`src/rtl/rc4_stream_xor.sv`:
```
// rc4_stream_xor: combines an RC4 keystream with a plaintext byte stream.
// After reset or rekey the first DROP_N keystream bytes are discarded.
// Remaining keystream bytes are prefetched into a small FIFO and XORed with
// plaintext to emit msg_len ciphertext bytes per message.
// Keystream left in the FIFO carries over to the next message.
module rc4_stream_xor #(
  parameter int DROP_N     = 256,
  parameter int FIFO_DEPTH = 4
) (
  input  logic        clk,
  input  logic        rst_n,
  input  logic        start,
  input  logic [15:0] msg_len,
  input  logic        rekey,
  input  logic        ks_valid,
  input  logic [7:0]  ks_data,
  output logic        ks_ready,
  input  logic        pt_valid,
  input  logic [7:0]  pt_data,
  output logic        pt_ready,
  output logic        ct_valid,
  output logic [7:0]  ct_data,
  output logic        ct_last,
  input  logic        ct_ready,
  output logic        busy,
  output logic        done,
  output logic [15:0] byte_cnt
);

  localparam int          AW            = (FIFO_DEPTH > 1) ? $clog2(FIFO_DEPTH) : 1;
  localparam logic [15:0] DROP_INIT     = 16'(DROP_N);
  localparam logic [AW:0] FIFO_FULL_CNT = (AW+1)'(FIFO_DEPTH);

  typedef enum logic [1:0] {
    S_IDLE = 2'd0,
    S_DROP = 2'd1,
    S_RUN  = 2'd2
  } state_t;

  state_t      state_r, state_nx_s;

  logic [7:0]  fifo_mem_r [FIFO_DEPTH];
  logic [AW-1:0] wr_ptr_r, rd_ptr_r;
  logic [AW:0] fifo_cnt_r;
  logic [15:0] drop_cnt_r;
  logic [15:0] remaining_r;
  logic        ct_valid_r, ct_last_r, done_r, busy_r;
  logic [7:0]  ct_data_r;
  logic [15:0] byte_cnt_r;

  logic        ks_ready_s, pt_ready_s;
  logic        ks_hs_s, pt_hs_s, ct_hs_s;
  logic        push_s, pop_s;
  logic        fifo_full_s, fifo_empty_s;
  logic        rekey_acc_s, start_acc_s;
  logic [7:0]  fifo_head_s;

  // Handshake decode: ready signals, accepted control pulses, FIFO push/pop.
  always_comb begin
    fifo_full_s  = (fifo_cnt_r == FIFO_FULL_CNT);
    fifo_empty_s = (fifo_cnt_r == '0);
    fifo_head_s  = fifo_mem_r[rd_ptr_r];
    rekey_acc_s  = (state_r == S_IDLE) && rekey;
    start_acc_s  = (state_r == S_IDLE) && start && !rekey;
    if (state_r == S_DROP) begin
      ks_ready_s = 1'b1;
    end else if (state_r == S_RUN) begin
      ks_ready_s = !fifo_full_s;
    end else begin
      ks_ready_s = 1'b0;
    end
    pt_ready_s = (state_r == S_RUN) && !fifo_empty_s && (remaining_r != 16'd0) &&
                 (!ct_valid_r || ct_ready);
    ks_hs_s    = ks_valid && ks_ready_s;
    pt_hs_s    = pt_valid && pt_ready_s;
    ct_hs_s    = ct_valid_r && ct_ready;
    push_s     = ks_hs_s && (state_r == S_RUN);
    pop_s      = pt_hs_s;
  end

  // Next-state logic for the IDLE/DROP/RUN controller.
  always_comb begin
    state_nx_s = state_r;
    case (state_r)
      S_IDLE: begin
        if (start_acc_s && (msg_len != 16'd0)) begin
          state_nx_s = (drop_cnt_r != 16'd0) ? S_DROP : S_RUN;
        end else begin
          state_nx_s = S_IDLE;
        end
      end
      S_DROP: begin
        if (ks_hs_s && (drop_cnt_r == 16'd1)) begin
          state_nx_s = S_RUN;
        end else begin
          state_nx_s = S_DROP;
        end
      end
      S_RUN: begin
        if (ct_hs_s && ct_last_r) begin
          state_nx_s = S_IDLE;
        end else begin
          state_nx_s = S_RUN;
        end
      end
      default: state_nx_s = S_IDLE;
    endcase
  end

  // Controller state register.
  always_ff @(posedge clk) begin
    if (!rst_n) begin
      state_r <= S_IDLE;
    end else begin
      state_r <= state_nx_s;
    end
  end

  // Keystream FIFO storage; contents are don't-care until pushed.
  always_ff @(posedge clk) begin
    if (push_s) begin
      fifo_mem_r[wr_ptr_r] <= ks_data;
    end
  end

  // Keystream FIFO pointers and occupancy; rekey flushes it.
  always_ff @(posedge clk) begin
    if (!rst_n) begin
      wr_ptr_r   <= '0;
      rd_ptr_r   <= '0;
      fifo_cnt_r <= '0;
    end else if (rekey_acc_s) begin
      wr_ptr_r   <= '0;
      rd_ptr_r   <= '0;
      fifo_cnt_r <= '0;
    end else begin
      if (push_s) begin
        wr_ptr_r <= wr_ptr_r + AW'(1);
      end
      if (pop_s) begin
        rd_ptr_r <= rd_ptr_r + AW'(1);
      end
      case ({push_s, pop_s})
        2'b10:   fifo_cnt_r <= fifo_cnt_r + (AW+1)'(1);
        2'b01:   fifo_cnt_r <= fifo_cnt_r - (AW+1)'(1);
        default: fifo_cnt_r <= fifo_cnt_r;
      endcase
    end
  end

  // Drop counter: armed by reset/rekey, counts down on discarded keystream bytes.
  always_ff @(posedge clk) begin
    if (!rst_n) begin
      drop_cnt_r <= DROP_INIT;
    end else if (rekey_acc_s) begin
      drop_cnt_r <= DROP_INIT;
    end else if ((state_r == S_DROP) && ks_hs_s) begin
      drop_cnt_r <= drop_cnt_r - 16'd1;
    end else begin
      drop_cnt_r <= drop_cnt_r;
    end
  end

  // Message bookkeeping and the registered ciphertext/status outputs.
  always_ff @(posedge clk) begin
    if (!rst_n) begin
      remaining_r <= 16'd0;
      ct_valid_r  <= 1'b0;
      ct_data_r   <= 8'd0;
      ct_last_r   <= 1'b0;
      done_r      <= 1'b0;
      busy_r      <= 1'b0;
      byte_cnt_r  <= 16'd0;
    end else begin
      done_r <= 1'b0;
      busy_r <= (state_nx_s != S_IDLE);
      if (start_acc_s) begin
        byte_cnt_r  <= 16'd0;
        remaining_r <= msg_len;
        if (msg_len == 16'd0) begin
          done_r <= 1'b1;
        end
      end
      if (ct_hs_s) begin
        byte_cnt_r <= byte_cnt_r + 16'd1;
        ct_valid_r <= 1'b0;
        if (ct_last_r) begin
          done_r <= 1'b1;
        end
      end
      // A new byte in the same cycle as a ct handshake overrides the clear above.
      if (pt_hs_s) begin
        ct_data_r   <= pt_data ^ fifo_head_s;
        ct_last_r   <= (remaining_r == 16'd1);
        ct_valid_r  <= 1'b1;
        remaining_r <= remaining_r - 16'd1;
      end
    end
  end

  assign ks_ready = ks_ready_s;
  assign pt_ready = pt_ready_s;
  assign ct_valid = ct_valid_r;
  assign ct_data  = ct_data_r;
  assign ct_last  = ct_last_r;
  assign busy     = busy_r;
  assign done     = done_r;
  assign byte_cnt = byte_cnt_r;

endmodule

```
`config.mk`:
```
export PLATFORM = sky130hd
export DESIGN_NAME = rc4_stream_xor
export DESIGN_NICKNAME = d
export VERILOG_FILES = /design/src/rtl/rc4_stream_xor.sv
export SDC_FILE = /design/constraint.sdc
export NUM_CORES = 1
export LEC_CHECK = 0
export ABC_CLOCK_PERIOD_IN_PS = 4000
export CAP_MARGIN = 20
export CORE_MARGIN = 4
export CORE_UTILIZATION = 54
export CTS_CLUSTER_DIAMETER = 200
export DETAILED_ROUTE_END_ITERATION = 16
export GPL_TIMING_DRIVEN = 0
export HOLD_SLACK_MARGIN = 0.1
export PLACE_DENSITY = 0.9
export SYNTH_ARGS = -nofsm -noshare
export SYNTH_HDL_FRONTEND = slang
export SYNTH_SLANG_ARGS = --single-unit
```
`constraint.sdc`:
```
create_clock -name clk -period 4 [get_ports clk]
set_clock_uncertainty 0.1 [all_clocks]
set_input_delay 1.2 -clock clk [delete_from_list [all_inputs] [get_ports clk]]
set_output_delay 1.2 -clock clk [all_outputs]
set_load 0.005 [all_outputs]
```
# --- Word-level counts from Yosys, hierarchy flattened ---
# Memories as Yosys holds them, arrays and structs flattened. A register that Yosys moved wholly into a read port is not among the register bits.
# Index checks and enable logic that the tools add are counted.
# Widths: inputs -> output; s select.
totals:
  reg_bits: 69
  ram_bits: 32
  out_inout_bits: 30
  wordCells: 82
  mem_count: 1
memory_table:
  columns: ["memory", "words", "width", "read_ports", "rd_ports_with_merged_regs", "wr", "line_no", "rtl"]
  rows:
  - ["fifo_mem_r", 4, 8, 1, 1, 1, "42", "logic [7:0] fifo_mem_r [FIFO_DEPTH];"]
classes:
  add_sub_neg: 7
  n_eq_ne: 7
  mux: 22
  bitwise_logic: 2
  n_reduce_logical: 31
op_table:
  columns: ["operator", "n"]
  rows:
  - ["$mux 16", 4]
  - ["$reduce_bool 16->1", 3]
  - ["$eq 16x1->1 const B", 2]
  - ["$sub 16x1->16 const B", 2]
  - ["$add 16x1->16 const B", 1]
  - ["$logic_not 16->1", 1]
  - ["$logic_and 1x1->1", 14]
  - ["$mux 2", 6]
  - ["$mux 1", 10]
  - ["$reduce_bool 2->1", 5]
  - ["$xor 8x8->8", 1]
  - ["$pmux 2 s3", 1]
  - ["$pmux 3 s2", 1]
  - ["$add 2x1->2 const B", 2]
  - ["$eq 2x1->1 const B", 2]
  - ["$eq 2x2->1 const B", 2]
  - ["$logic_not 1->1", 4]
  - ["$add 3x1->3 const B", 1]
  - ["$eq 3x3->1 const B", 1]
  - ["$logic_not 3->1", 1]
  - ["$sub 3x1->3 const B", 1]
  - ["$logic_not 2->1", 1]
  - ["$reduce_or 2->1", 1]
  - ["$logic_or 1x1->1", 1]
  - ["$not 1->1", 1]

# --- Longest topological paths before layout ---
# Gate-level depths: netlist of the first run.
logic_depth:
  word_depth: 9
  mapped_depth: 13

# --- Worst setup path after synthesis of the first run ---
# OpenSTA, ideal clock, no wires.
synth_timing:
  kind: "input -> register"
  from: "input port ct_ready"
  to: "register fifo_cnt_r[2]"
  setup_time_ns: 0.128
  arrival_time_ns: 2.940
  path_slack_ns: 0.832
  cell_stages: 12
  n_path_buf: 1
  path_cell_list: "nand2b_1 > and4_1 > o21ai_2 > inv_2 > buf_6 > ha_1 > inv_1 > fa_1 > xor2_1 > nor2_1 > xnor2_1 > nor2_1"
synth_between:
  elab_chain_len: 5
  word_cells_on_any_way: 7
  cone_classes: "eq/ne: 2; mux: 1; reduce/logical: 4"
synth_lines:
  columns: ["item", "line_no", "rtl"]
  rows:
  - ["from (decl)", "24", "input logic ct_ready,"]
  - ["$logic_or 1x1->1 (*)", "73", "(!ct_valid_r || ct_ready);"]
  - ["$logic_and 1x1->1 (*)", "72", "pt_ready_s = (state_r == S_RUN) && !fifo_empty_s && (remaining_r != 16'd0) &&"]
  - ["$logic_and 1x1->1 (*)", "75", "pt_hs_s = pt_valid && pt_ready_s;"]
  - ["net pop_s", "53", "logic push_s, pop_s;"]
  - ["$eq 2x1->1 or $eq 2x2->1 (tied branches)", "143", "case ({push_s, pop_s})"]
  - ["$pmux 3 s2 or $reduce_bool 2->1 (tied branches)", null, null]
  - ["to (signal assigned)", "144", "2'b10: fifo_cnt_r <= fifo_cnt_r + (AW+1)'(1);"]
  - ["to (signal assigned)", "145", "2'b01: fifo_cnt_r <= fifo_cnt_r - (AW+1)'(1);"]
  - ["to (signal assigned)", "146", "default: fifo_cnt_r <= fifo_cnt_r;"]
  - ["to (decl)", "44", "logic [AW:0] fifo_cnt_r;"]
# The timed path passes the listed nets; every way through them passes the cells marked *.
# A chain may end at the register's enable or synchronous reset.

# --- Final worst setup path of the first run ---
layout_timing:
  from: "input port ct_ready"
  to: "output port pt_ready"
layout_between:
  elab_chain_len: 2
layout_lines:
  columns: ["item", "line_no", "rtl"]
  rows:
  - ["$logic_or 1x1->1", "73", null]
  - ["$logic_and 1x1->1", "72", null]
  - ["to (decl)", "20", "output logic pt_ready,"]
# No other way between the ends.

==> results of run 1 <==
==> placed cells by master, fill, tap and decap left out, drive strengths merged, types with 2 or more instances in the layout <==
cell and n:
o21a 2, o211ai 7, a41oi 2, o311ai 2, inv 22, and4 2
buf 3, nor4 17, o21ai 15, nand2b 4, or4 5, dfxtp 71
and2 9, nand4 7, clkdlybuf4s50 67, nor2 49, a32oi 4, or3 14
and3 6, nand2 39, ha 11, xnor2 20, or2 3, a31oi 9
nand3b 2, o41ai 2, xor2 5, nand3 14, a211oi 9, o211a 2
o2111ai 3, nor3 12, a2bb2oi 2, mux4 8, edfxtp 32, clkbuf 26
mux2i 3, a21oi 32
==> state kept, by name (all words and copies together) (netlist names), named ones only <==
name / count
rd_ptr_r: 2
fifo_mem_r: 32
busy: 1
ct_last: 1
state_r: 2
ct_valid: 1
done: 1
remaining_r: 16
byte_cnt: 16
ct_data: 8
drop_cnt_r: 16
wr_ptr_r: 2
fifo_cnt_r: 3
==> routing by layer <==
metal  wire length (um)  vias up
met1               4710     1934
met5                  0        -
met2               6020      132
li1                   -     1918
met4                186        0
met3                789       19
==> cells by family after synthesis <==
group / count (synthesis)
XOR/XNOR: 25
AO/OA/AOI/OAI: 98
AND/OR/NAND/NOR: 188
adder cells (fa/ha/maj): 12
flip-flops: 103
multiplexers: 12
buffers and inverters: 36
==> area by class of cell <==
type | instances | share of cell area (%)
Multi-Input combinational cell | 335 | 38.4
Timing Repair Buffer | 67 | 11.6
Clock inverter | 7 | 1.58
Inverter | 16 | 1.04
Buffer | 20 | 1.63
Tap cell | 105 | 2.28
Sequential cell | 103 | 41.3
Clock buffer | 9 | 2.15
==> worst paths after layout <==
| path | start | to | slack, ns |
|---|---|---|---|
| worst max-delay path | ct_ready | pt_ready | 0.06 |
| worst max register to register | remaining_r[4] | fifo_cnt_r[2] | 0.95 |
| worst min-delay path | byte_cnt[15] | byte_cnt[15] | 0.41 |
| worst min register to register | byte_cnt[15] | byte_cnt[15] | 0.41 |
==> critical path, delay by kind of cell <==
kind	cells	cell delay, ns
and+or+nand+nor	2	0.42
buffers and inverters	2	1.02
==> metrics by stage <==
step | instance area [um2] | power [mW]
2_1_floorplan | 4740 | 1.23
3_3_place_gp | 5540 | 1.30
3_5_place_dp | 5540 | 1.31
4_1_cts | 5750 | 1.99
5_1_grt | 5770 | 2.06
6_report | 5770 | 1.99
==> where the power goes <==
part,total (mW),switching [mW],internal [mW]
registers,1.10,0.0163,1.09
logic,0.188,0.102,0.0861
clock network,0.698,0.434,0.264
total,1.99,0.552,1.44
==> results.sh, run 1 <==
export IMPL_status="finished clean"
export IMPL_synthAdderAreaFrac_pct=3.33
export IMPL_io_pins=69
export IMPL_first_global_vias=3942
export IMPL_worstHoldPathCells=1
export IMPL_dieArea_um2=10300
export IMPL_io_buffers=67
export IMPL_fin_tns_setup_ns=0
export IMPL_yosysSeqAreaShare_pct=50.3
export IMPL_drtIter0Drc=233
export IMPL_avgSynthCellArea_um2=9.99
export IMPL_reg2reg_depth=12
export IMPL_rsz0062_at_grt="no"
export IMPL_regArea_um2=2380
export IMPL_path_class="in2out"
export IMPL_relSlewSlack_pct=33.2
export IMPL_finalHoldViolCount=0
export IMPL_grt_met3_usage_pct=4.75
export IMPL_cts_buffers=9
export IMPL_synth_compound_area_share_pct=13.6
export IMPL_final_cells=662
export IMPL_grt_pass1_wl_mm=19.1
export IMPL_holdBufCountCts=0
export IMPL_syn_cell_area_um2=4740
export IMPL_synth_area_leader_cell="dfxtp_1"
export IMPL_leakage_nw=1.95
export IMPL_crit_path_end_kind="output port"
export IMPL_num_antenna_cells=0
export IMPL_syn_inst=474
export IMPL_final_util_pct=68.8
export IMPL_synth_edf_count=32
export IMPL_layout_drive_gt1_share_pct=7.36
export IMPL_synth_common_cells="dfxtp_1, nor2_1, nand2_1"
export IMPL_final_min_clock_period_ns=3.94
export IMPL_slowest_delay_ns=0.52
export IMPL_startpoint_type="primary input"
export IMPL_worstPathRequired_ns=2.70
export IMPL_start_util_pct=56.5
export IMPL_crit_path_cell_trace="clkdlybuf4s50_1 > nand2b_1 > and4_1 > clkdlybuf4s50_1"
export IMPL_preCtsSetupSlack_ns=0.0372
export IMPL_tritoncts="yes"
export IMPL_avgRoutedWirePerCell_um=17.7
export IMPL_setup_viol=0
export IMPL_via_per_inst=6.05
export IMPL_clkLatencyLatePin_ns=0.39
export IMPL_synth_cell_types=56
export IMPL_synth_ff_type="dfxtp_1"
export IMPL_fp_dieW_um=102
export IMPL_grtUsageMet2_pct=40.2
export IMPL_ir_worst_vdd_uv=180
export IMPL_gp_congestion=0.909
export IMPL_cpMostUsedCell="clkdlybuf4s50_1"
export IMPL_hold_class="reg2reg"
export IMPL_gr_total_overflow=0
export IMPL_tightest_slew_ns=0.993
export IMPL_synth_most_common_cell="dfxtp_1"
export IMPL_synth_top_family_by_area="simple AND/OR/NAND/NOR gates"
export IMPL_clock_fmax_ghz=0.254
export IMPL_root_buffer="clkbuf_8"
export IMPL_clock_sinks=103
export IMPL_busiest_layer="met2"
export IMPL_met1_usage_pct=29.6
export IMPL_synth_simple_area_share_pct=20.2
export IMPL_fin_nets=603
export IMPL_final_max_slew_viol_count=0
export IMPL_fill_cells=615
export IMPL_area_growth_pct=21.7
export IMPL_synth_area_leaders="dfxtp_1, edfxtp_1, nor2_1, mux4_2, xnor2_1"
export IMPL_antenna_found_initial=0
export IMPL_cts_resized=0
export IMPL_place_hpwl_mm=8.46
export IMPL_core_rowCount=33
export IMPL_period_share_pct=98.5
export IMPL_grt_max_degree=24
export IMPL_htree_num_levels=3
export IMPL_first_pass_iters=5
export IMPL_critPathArrivalTime_ns=2.64
export IMPL_fp_dieH_um=102
export IMPL_core_region_area_um2=8380
export IMPL_synth_async_reset_ratio_pct=0
export IMPL_multiInputGateArea_um2=2210
export IMPL_cp_max_fo=4
export IMPL_maxCapViolCount=0
export IMPL_fin_hold_ws_ns=0.406
export IMPL_drc=0
export IMPL_postCtsSetupRepairBufs=0
export IMPL_muxShareOfSynthArea_pct=4.68
export IMPL_setup_ws_ns=0.0590
export IMPL_clk_pin_slew_ns=0.11
export IMPL_power_density_nw_per_um2=345
export IMPL_num_vias=4003
export IMPL_yosys_warnings=0
export IMPL_ys_ff_latch=103
export IMPL_postRouteAntennaNets=0
export IMPL_wl_mm=11.7
export IMPL_synth_top_area_share_pct=30.0
export IMPL_syn_nets=525
export IMPL_dp_cells=646
export IMPL_track_usage_pct=23.4
export IMPL_max_clock_path_buffers=2
export IMPL_synth_xor_area_share_pct=4.62
export IMPL_crit_slowest_cell="clkdlybuf4s50_1"
Power figures use the tool's default switching activity.
==> run 2: changes to the inputs <==
--- a/config.mk
+++ b/config.mk
@@ -10,6 +10,7 @@
 export CORE_MARGIN = 4
 export CORE_UTILIZATION = 54
 export CTS_CLUSTER_DIAMETER = 200
+export CTS_CLUSTER_SIZE = 8
 export DETAILED_ROUTE_END_ITERATION = 16
 export GPL_TIMING_DRIVEN = 0
 export HOLD_SLACK_MARGIN = 0.1
==> results of run 2 <==
Final layout, timing and power as in run 1 (identical DEF).
==> run 3: changes to the inputs <==
--- a/config.mk
+++ b/config.mk
@@ -12,6 +12,7 @@
 export CTS_CLUSTER_DIAMETER = 200
 export CTS_CLUSTER_SIZE = 8
 export DETAILED_ROUTE_END_ITERATION = 16
+export GPL_ROUTABILITY_DRIVEN = 0
 export GPL_TIMING_DRIVEN = 0
 export HOLD_SLACK_MARGIN = 0.1
 export PLACE_DENSITY = 0.9
==> run 3 against run 2 <==
Clock-buffer cell count did not move. Die area did not move. Global-route usage fell by 0.41 points. Core utilization fell by 0.12 points. Largest cell class unchanged. Routed wire length fell by 0.91%. Design area fell by 0.17%. First-iteration DRC count rose by 7.7%. Non-clock buffer count did not move. Flip-flop and latch count did not move.
==> results.sh, run 3 (synthesis gave the netlist of run 1 again) <==
export IMPL_ir_worst_vdd_uv=217
export IMPL_io_pins=69
export IMPL_dieArea_um2=10300
export IMPL_antenna_found_initial=0
export IMPL_grt_max_degree=21
export IMPL_grt_pass1_wl_mm=18.7
export IMPL_cts_buffers=9
export IMPL_worstHoldPathCells=1
export IMPL_cts_resized=0
export IMPL_tightest_slew_ns=0.962
export IMPL_area_growth_pct=21.5
export IMPL_reg2reg_from="remaining_r[4]"
export IMPL_final_common_cell="dfxtp_1"
export IMPL_place_hpwl_mm=8.35
export IMPL_fin_tns_setup_ns=0
export IMPL_drc=0
export IMPL_leakage_nw=1.95
export IMPL_root_buffer="clkbuf_8"
export IMPL_core_rowCount=33
export IMPL_core_region_area_um2=8380
export IMPL_clkLatencyLatePin_ns=0.37
export IMPL_gr_total_overflow=0
export IMPL_tritoncts="yes"
export IMPL_worstPathRequired_ns=2.70
export IMPL_clock_fmax_ghz=0.255
export IMPL_num_vias=4020
export IMPL_status="finished clean"
export IMPL_power_density_nw_per_um2=346
export IMPL_top_register="fifo_mem_r"
export IMPL_setup_viol=0
export IMPL_track_usage_pct=23.0
export IMPL_fin_nets=603
export IMPL_hp_start="byte_cnt[15]"
export IMPL_num_antenna_cells=0
export IMPL_postRouteAntennaNets=0
export IMPL_fp_dieW_um=102
export IMPL_path_class="in2out"
export IMPL_holdBufCountCts=0
export IMPL_max_clock_path_buffers=2
export IMPL_clock_sinks=103
export IMPL_final_cell_mix="dfxtp_1, clkdlybuf4s50_1, nor2_1"
export IMPL_first_global_vias=4057
export IMPL_cp_max_fo=4
export IMPL_reg2reg_depth=12
export IMPL_io_buffers=67
export IMPL_final_cells=662
export IMPL_crit_path_end_kind="output port"
export IMPL_first_pass_iters=7
export IMPL_clk_pin_slew_ns=0.09
export IMPL_layout_drive_gt1_share_pct=7.00
export IMPL_postCtsSetupRepairBufs=0
export IMPL_drtIter0Drc=251
export IMPL_hold_class="reg2reg"
export IMPL_largest_register_ffs=32
export IMPL_period_share_pct=97.9
export IMPL_final_max_slew_viol_count=0
export IMPL_rsz0062_at_grt="no"
export IMPL_wl_mm=11.6
export IMPL_r2r_end="fifo_cnt_r[2]"
export IMPL_startpoint_type="primary input"
export IMPL_htree_num_levels=3
export IMPL_finalHoldViolCount=0
export IMPL_dp_cells=646
export IMPL_fp_dieH_um=102
export IMPL_maxCapViolCount=0
export IMPL_avgRoutedWirePerCell_um=17.5
export IMPL_critPathArrivalTime_ns=2.62
export IMPL_start_util_pct=56.5
export IMPL_ff2ff_setup_slack_ns=0.95
export IMPL_whs_endpoint="byte_cnt[15]"
export IMPL_final_util_pct=68.7
export IMPL_final_min_clock_period_ns=3.92
export IMPL_via_per_inst=6.07
export IMPL_relSlewSlack_pct=35.3
[run 3: through the flow]
step | setup WS, ns | hold slack (ns) | area [um2] | power, mW
after CTS | 0.0862 | 0.387 | 5760 | 1.99
after global routing | 0.0454 | 0.400 | 5760 | 2.05
after floorplan | 0.832 | 0.352 | 4740 | 1.23
after global placement | 0.101 | 0.366 | 5540 | 1.30
after detailed placement | 0.0111 | 0.377 | 5540 | 1.31
final | 0.0849 | 0.382 | 5760 | 1.99
[run 3: power by group]
group / switching (mW) / leakage, nW / internal, mW
combinational: 0.0994 / 0.980 / 0.0849
sequential: 0.0152 / 0.862 / 1.09
clock: 0.396 / 0.112 / 0.309
total: 0.511 / 1.95 / 1.48
[run 3: worst max path at each step]
stage / startpoint / end / depth (start not counted)
after global placement: ct_ready / fifo_cnt_r[2] / 13
after global routing: remaining_r[4] / pt_ready / 6
after floorplan: ct_ready / fifo_cnt_r[2] / 12
final: ct_ready / pt_ready / 4
after detailed placement: ct_ready / fifo_cnt_r[2] / 13
after CTS: ct_ready / pt_ready / 4
[run 3: critical path, stage by stage]
cell and delay [ns]:
clkdlybuf4s50_1 0.51, nand2b_1 0.18, and4_1 0.22, clkdlybuf4s50_1 0.51
[run 3: per-layer routing]
layer	vias up	routed length [um]	GRT usage, %
li1	1910	-	-
met1	1943	4700	27.7
met2	143	5880	39.5
met3	24	794	5.92
met4	0	223	8.79
met5	-	0	0
[run 3: final cells by class]
cell class	instances	area, um2
clock inverter	7	93.8
clock buffer	9	124
inverter	16	60.1
sequential	103	2380
timing repair buffer	67	671
tap	105	131
fill	596	2630
buffer	20	93.8
multi-input combinational	335	2200
==> edit 1, RTL diff (config.mk and constraints of run 3) <==
Set the parameter `FIFO_DEPTH` to 8 (it was 4).
--- a/src/rtl/rc4_stream_xor.sv
+++ b/src/rtl/rc4_stream_xor.sv
@@ -7,3 +7,3 @@
   parameter int DROP_N     = 256,
-  parameter int FIFO_DEPTH = 4
+  parameter int FIFO_DEPTH = 8
 ) (
Behaviour: no difference found for any inputs over 10 cycles, from zero or initial values and one cycle with rst_n low; that may be too few to reach the edited logic, so the function may still have changed.
==> edit 1 against run 3 <==
Die area increased by 27%; synthesized area increased by 30%; maximum frequency decreased by 0.89%; worst setup slack got worse by 35 ps; wire length increased by 34%; sequential cell count increased by 36; total power increased by 63%; design area increased by 32%; critical path type unchanged; critical endpoint unchanged; largest cell class unchanged; largest power group is now the clock network; highest routed layer unchanged.
==> edit 1: results <==
export IMPL_status="finished, final reports clean"
export IMPL_clock_latency_ps=420
export IMPL_maxSlewHeadroom_pct=48.0
export IMPL_antenna_found_initial=0
export IMPL_yosys_top_cells_area="edfxtp_1 (31%), dfxtp_1 (24%), mux4_2 (5.9%)"
export IMPL_grt_pass1_wl_um=24500
export IMPL_slowest_stage="clkdlybuf4s50_1"
export IMPL_synth_xor_area_share_pct=4.71
export IMPL_yosys_area_share_adder_pct=2.24
export IMPL_grt_total_usage_pct=24.4
export IMPL_routedWlPerCell_um=19.5
export IMPL_power_leakage_uw=0.00253
export IMPL_syn_nets=599
export IMPL_synth_seq_area_share_pct=55.8
export IMPL_grt_pass1_vias=4814
export IMPL_clk_pin_slew_worst_paths_ps=60
export IMPL_yosys_warnings=0
export IMPL_clock_root_buffer="clkbuf_16"
export IMPL_cp_data_arrival_time_ps=2650
export IMPL_nNetsFinal=692
export IMPL_cts_htree_levels=4
export IMPL_slew_viol_final=0
export IMPL_ys_top_cells_by_count="dfxtp_1 (75), edfxtp_1 (64), nor2_1 (50), nand2_1 (42), a21oi_1 (33)"
export IMPL_cts_buffers_inserted=17
export IMPL_largest_register_ffs=64
export IMPL_vdd_drop_max_v=0.000376
export IMPL_routed_via_count=4898
export IMPL_max_stage_delay_ps=530
export IMPL_drive_gt1_share_pct=11.3
export IMPL_grt_max_degree=17
export IMPL_synth_edff_count=64
export IMPL_placed_cell_area_um2=7030
export IMPL_use_met1_pct=30.2
export IMPL_use_met3_pct=6.77
export IMPL_drtIter0Drc=413
export IMPL_grt_util_met2_pct=40.9
export IMPL_dpl_hpwl_um=10600
export IMPL_synth_cell_types=53
export IMPL_synth_compound_area_share_pct=9.42
export IMPL_worstPathMaxFanout=4
export IMPL_synthArstFlopShare_pct=0
export IMPL_place_ws_ps=-296
export IMPL_synthMuxAreaShare_pct=8.20
export IMPL_io_buffers=68
edit 1: logic make-up (layout without fill, tap and decap cells):
kind of cell,after synthesis,after routing
AOI/OAI and AO/OA,90,90
buffers and inverters,36,142
adders and majority gates,11,11
DFF,139,139
muxes,30,30
and+or+nand+nor,210,210
xor gates and xnor gates,33,33
edit 1: area by class of cell:
| cell class | instances | area [µm²] |
|---|---|---|
| Timing Repair Buffer | 74 | 713 |
| Clock inverter | 15 | 150 |
| Tap cell | 140 | 175 |
| Sequential cell | 139 | 3420 |
| Inverter | 12 | 45.0 |
| Buffer | 24 | 97.6 |
| Clock buffer | 17 | 425 |
| Fill cell | 722 | 3360 |
| Multi-Input combinational cell | 374 | 2590 |
edit 1: timing repair:
item | 4_1_cts | 5_1_grt
hold buffers | 0 | 0
endpoints found under the setup margin | 1 | 1
buffers inserted | 0 | 0
gates resized for setup | 1 | 3
edit 1: metal layers:
| layer | wire (µm) | up-vias |
|---|---|---|
| met1 | 6160 | 2356 |
| met5 | 0 | - |
| met2 | 7890 | 256 |
| li1 | - | 2255 |
| met4 | 308 | 0 |
| met3 | 1140 | 31 |
edit 1: worst register-to-register path: stages, from the launching register on:
cell and delay (ps):
dfxtp_1 380, nor4_1 630, nand4_1 340, nand2_2 280, inv_2 140, clkbuf_4 230, ha_2 240, xor2_1 150
ha_1 180, a21oi_1 150, xor2_1 90, or3_1 320, a21oi_1 150
edit 1: per-stage QoR:
stage	cells	total power, µW
floorplan	549	1640
global placement	757	1720
detailed placement	762	1730
CTS	794	3250
global route	795	3340
finish	795	3240
edit 1: final timing paths:
kind | slack, ps | from | cells after the start | to
worst max-delay path | 50 | ct_ready | 5 | pt_ready
worst min-delay path | 380 | ct_data[1] | 2 | ct_data[1]
worst min register to register | 380 | ct_data[1] | 2 | ct_data[1]
worst max register to register | 570 | remaining_r[4] | 12 | fifo_cnt_r[2]
edit 1: where the power goes:
group          internal, µW  switching (µW)  leakage, µW
registers              1500            16.1      0.00118
logic                  84.6             113      0.00108
clock network           877             652     0.000278
==> edit 2, RTL diff (settings of run 3) <==
Without the edit above. Make the reset (`rst_n`) asynchronous in 4 clocked blocks.
--- a/src/rtl/rc4_stream_xor.sv
+++ b/src/rtl/rc4_stream_xor.sv
@@ -110,3 +110,3 @@
   // Controller state register.
-  always_ff @(posedge clk) begin
+  always_ff @(posedge clk or negedge rst_n) begin
     if (!rst_n) begin
@@ -126,3 +126,3 @@
   // Keystream FIFO pointers and occupancy; rekey flushes it.
-  always_ff @(posedge clk) begin
+  always_ff @(posedge clk or negedge rst_n) begin
     if (!rst_n) begin
@@ -151,3 +151,3 @@
   // Drop counter: armed by reset/rekey, counts down on discarded keystream bytes.
-  always_ff @(posedge clk) begin
+  always_ff @(posedge clk or negedge rst_n) begin
     if (!rst_n) begin
@@ -164,3 +164,3 @@
   // Message bookkeeping and the registered ciphertext/status outputs.
-  always_ff @(posedge clk) begin
+  always_ff @(posedge clk or negedge rst_n) begin
     if (!rst_n) begin
Function: differs if rst_n is asserted again (counterexample within 4 cycles, from zero or initial values and one cycle with rst_n low); with rst_n held inactive, the same outputs for 10 cycles.
==> edit 2 against run 3 <==
Design area up 3.3%; synthesized area up 3.5%; wire length down 2.3%; synthesized cell count down 8.2%; non-clock buffer count down 1; die area up 3.2%; worst setup slack worse by 14 ps; via count down 5.1%; sequential cell count down 2; maximum frequency down 0.36%; largest cell class unchanged; utilization down 0.85 points.
Power is not compared: it rests on default switching activity, and its combinational part moved more than twofold at a synthesized area within 25%.
==> edit 2: results <==
export IMPL_status="finished, final reports clean"
export IMPL_grt_total_usage_pct=22.3
export IMPL_synth_seq_area_share_pct=54.8
export IMPL_drive_gt1_share_pct=9.44
export IMPL_use_met1_pct=26.7
export IMPL_viasPerCell=6.08
export IMPL_n_all_buffers=86
export IMPL_ys_top_cells_by_count="dfrtp_1 (68), nand2_1 (53), edfxtp_1 (32), nor2_1 (31), o21ai_0 (31)"
export IMPL_worstPathMaxFanout=3
export IMPL_dp_cells=611
export IMPL_buf_share_pct=12.8
export IMPL_final_cells=627
export IMPL_inv_count=10
export IMPL_grt_max_degree=70
export IMPL_seq_share_pct=45.2
export IMPL_syn_inst=435
export IMPL_yosysTopAreaCellShare_pct=34.7
export IMPL_coreArea_um2=8760
export IMPL_clk_pin_slew_worst_paths_ps=110
export IMPL_nMultiInputCombCells=306
export IMPL_drtIter0Drc=176
export IMPL_grt_pass1_wl_um=18600
export IMPL_multi_input_area_share_pct=35.4
export IMPL_synthArstFlopShare_pct=68.3
export IMPL_firstDrtPassIters=4
export IMPL_cp_data_arrival_time_ps=2630
export IMPL_syn_nets=485
export IMPL_nNetsFinal=564
export IMPL_multi_input_area_um2=2100
export IMPL_clock_latency_ps=380
export IMPL_io_buffers=68
export IMPL_cts_sinks=101
export IMPL_fill_cells=629
export IMPL_maxSlewHeadroom_pct=36.4
export IMPL_synth_cell_types=59
export IMPL_placed_cell_area_um2=5720
export IMPL_place_ws_ps=-190
export IMPL_use_met3_pct=4.69
export IMPL_antenna_found_initial=0
export IMPL_dpl_hpwl_um=8080
export IMPL_grt_util_met2_pct=39.2
export IMPL_grt_pass1_vias=3985
export IMPL_clk_share_pct=3.70
export IMPL_yosys_top_cells_area="dfrtp_1 (35%), edfxtp_1 (20%), nand2_1 (4.1%)"
-- edit 2: cell count changes after synthesis, sizes merged, moves of 7 or more --
cell,run 3,this run
a21oi,32,8
clkbuf,17,10
dfrtp,0,68
dfxtp,71,0
nand2,39,53
nand3,14,22
nor2,49,31
o21ai,15,32
o311ai,2,9
-- edit 2: final timing paths --
kind,from,end,slack [ps],cells after the start
min,ct_data[3],ct_data[3],400,2
max reg2reg,remaining_r[8],fifo_cnt_r[2],660,8
max in group asynchronous,rst_n,drop_cnt_r[4],2410,1
min reg2reg,ct_data[3],ct_data[3],400,2
max,ct_ready,pt_ready,70,5
min in group asynchronous,rst_n,remaining_r[12],830,1
-- edit 2: repair_timing --
| item | CTS | global route |
|---|---|---|
| setup endpoints to repair | 0 | 1 |
| hold endpoints to repair | 0 | 0 |
| gates resized for setup | 0 | 1 |
| buffers inserted | 0 | 0 |
-- edit 2: cell families after synthesis --
group | Yosys count | share of synthesized area, %
mux | 16 | 5.43
xor+xnor | 23 | 4.26
flops | 101 | 54.8
compound gates | 80 | 10.7
fa+ha+maj | 11 | 2.96
buf+inv | 28 | 2.42
simple gates | 176 | 19.4
-- edit 2: worst register-to-register path, cell delays in order, from the launching register on --
cell      delay (ps)
dfrtp_1          450
nor3_1           490
nand4_4          210
o21ai_2          350
clkbuf_1         470
nor2_1           110
fa_1             440
or4_1            540
o211ai_1         100
-- edit 2: power groups by stage --
stage               combinational, µW  clock (µW)  sequential, µW
floorplan                         459           0            1420
finish                            735         698            1450
CTS                               736         708            1440
detailed placement                726           0            1460
global route                      817         753            1470
global placement                  679           0            1440
-- edit 2: layer usage --
layer  routed length, µm  share of wire, %
met3                 607               5.4
met5                   0                 0
met1                4520                40
met4                 335               3.0
met2                5870                52
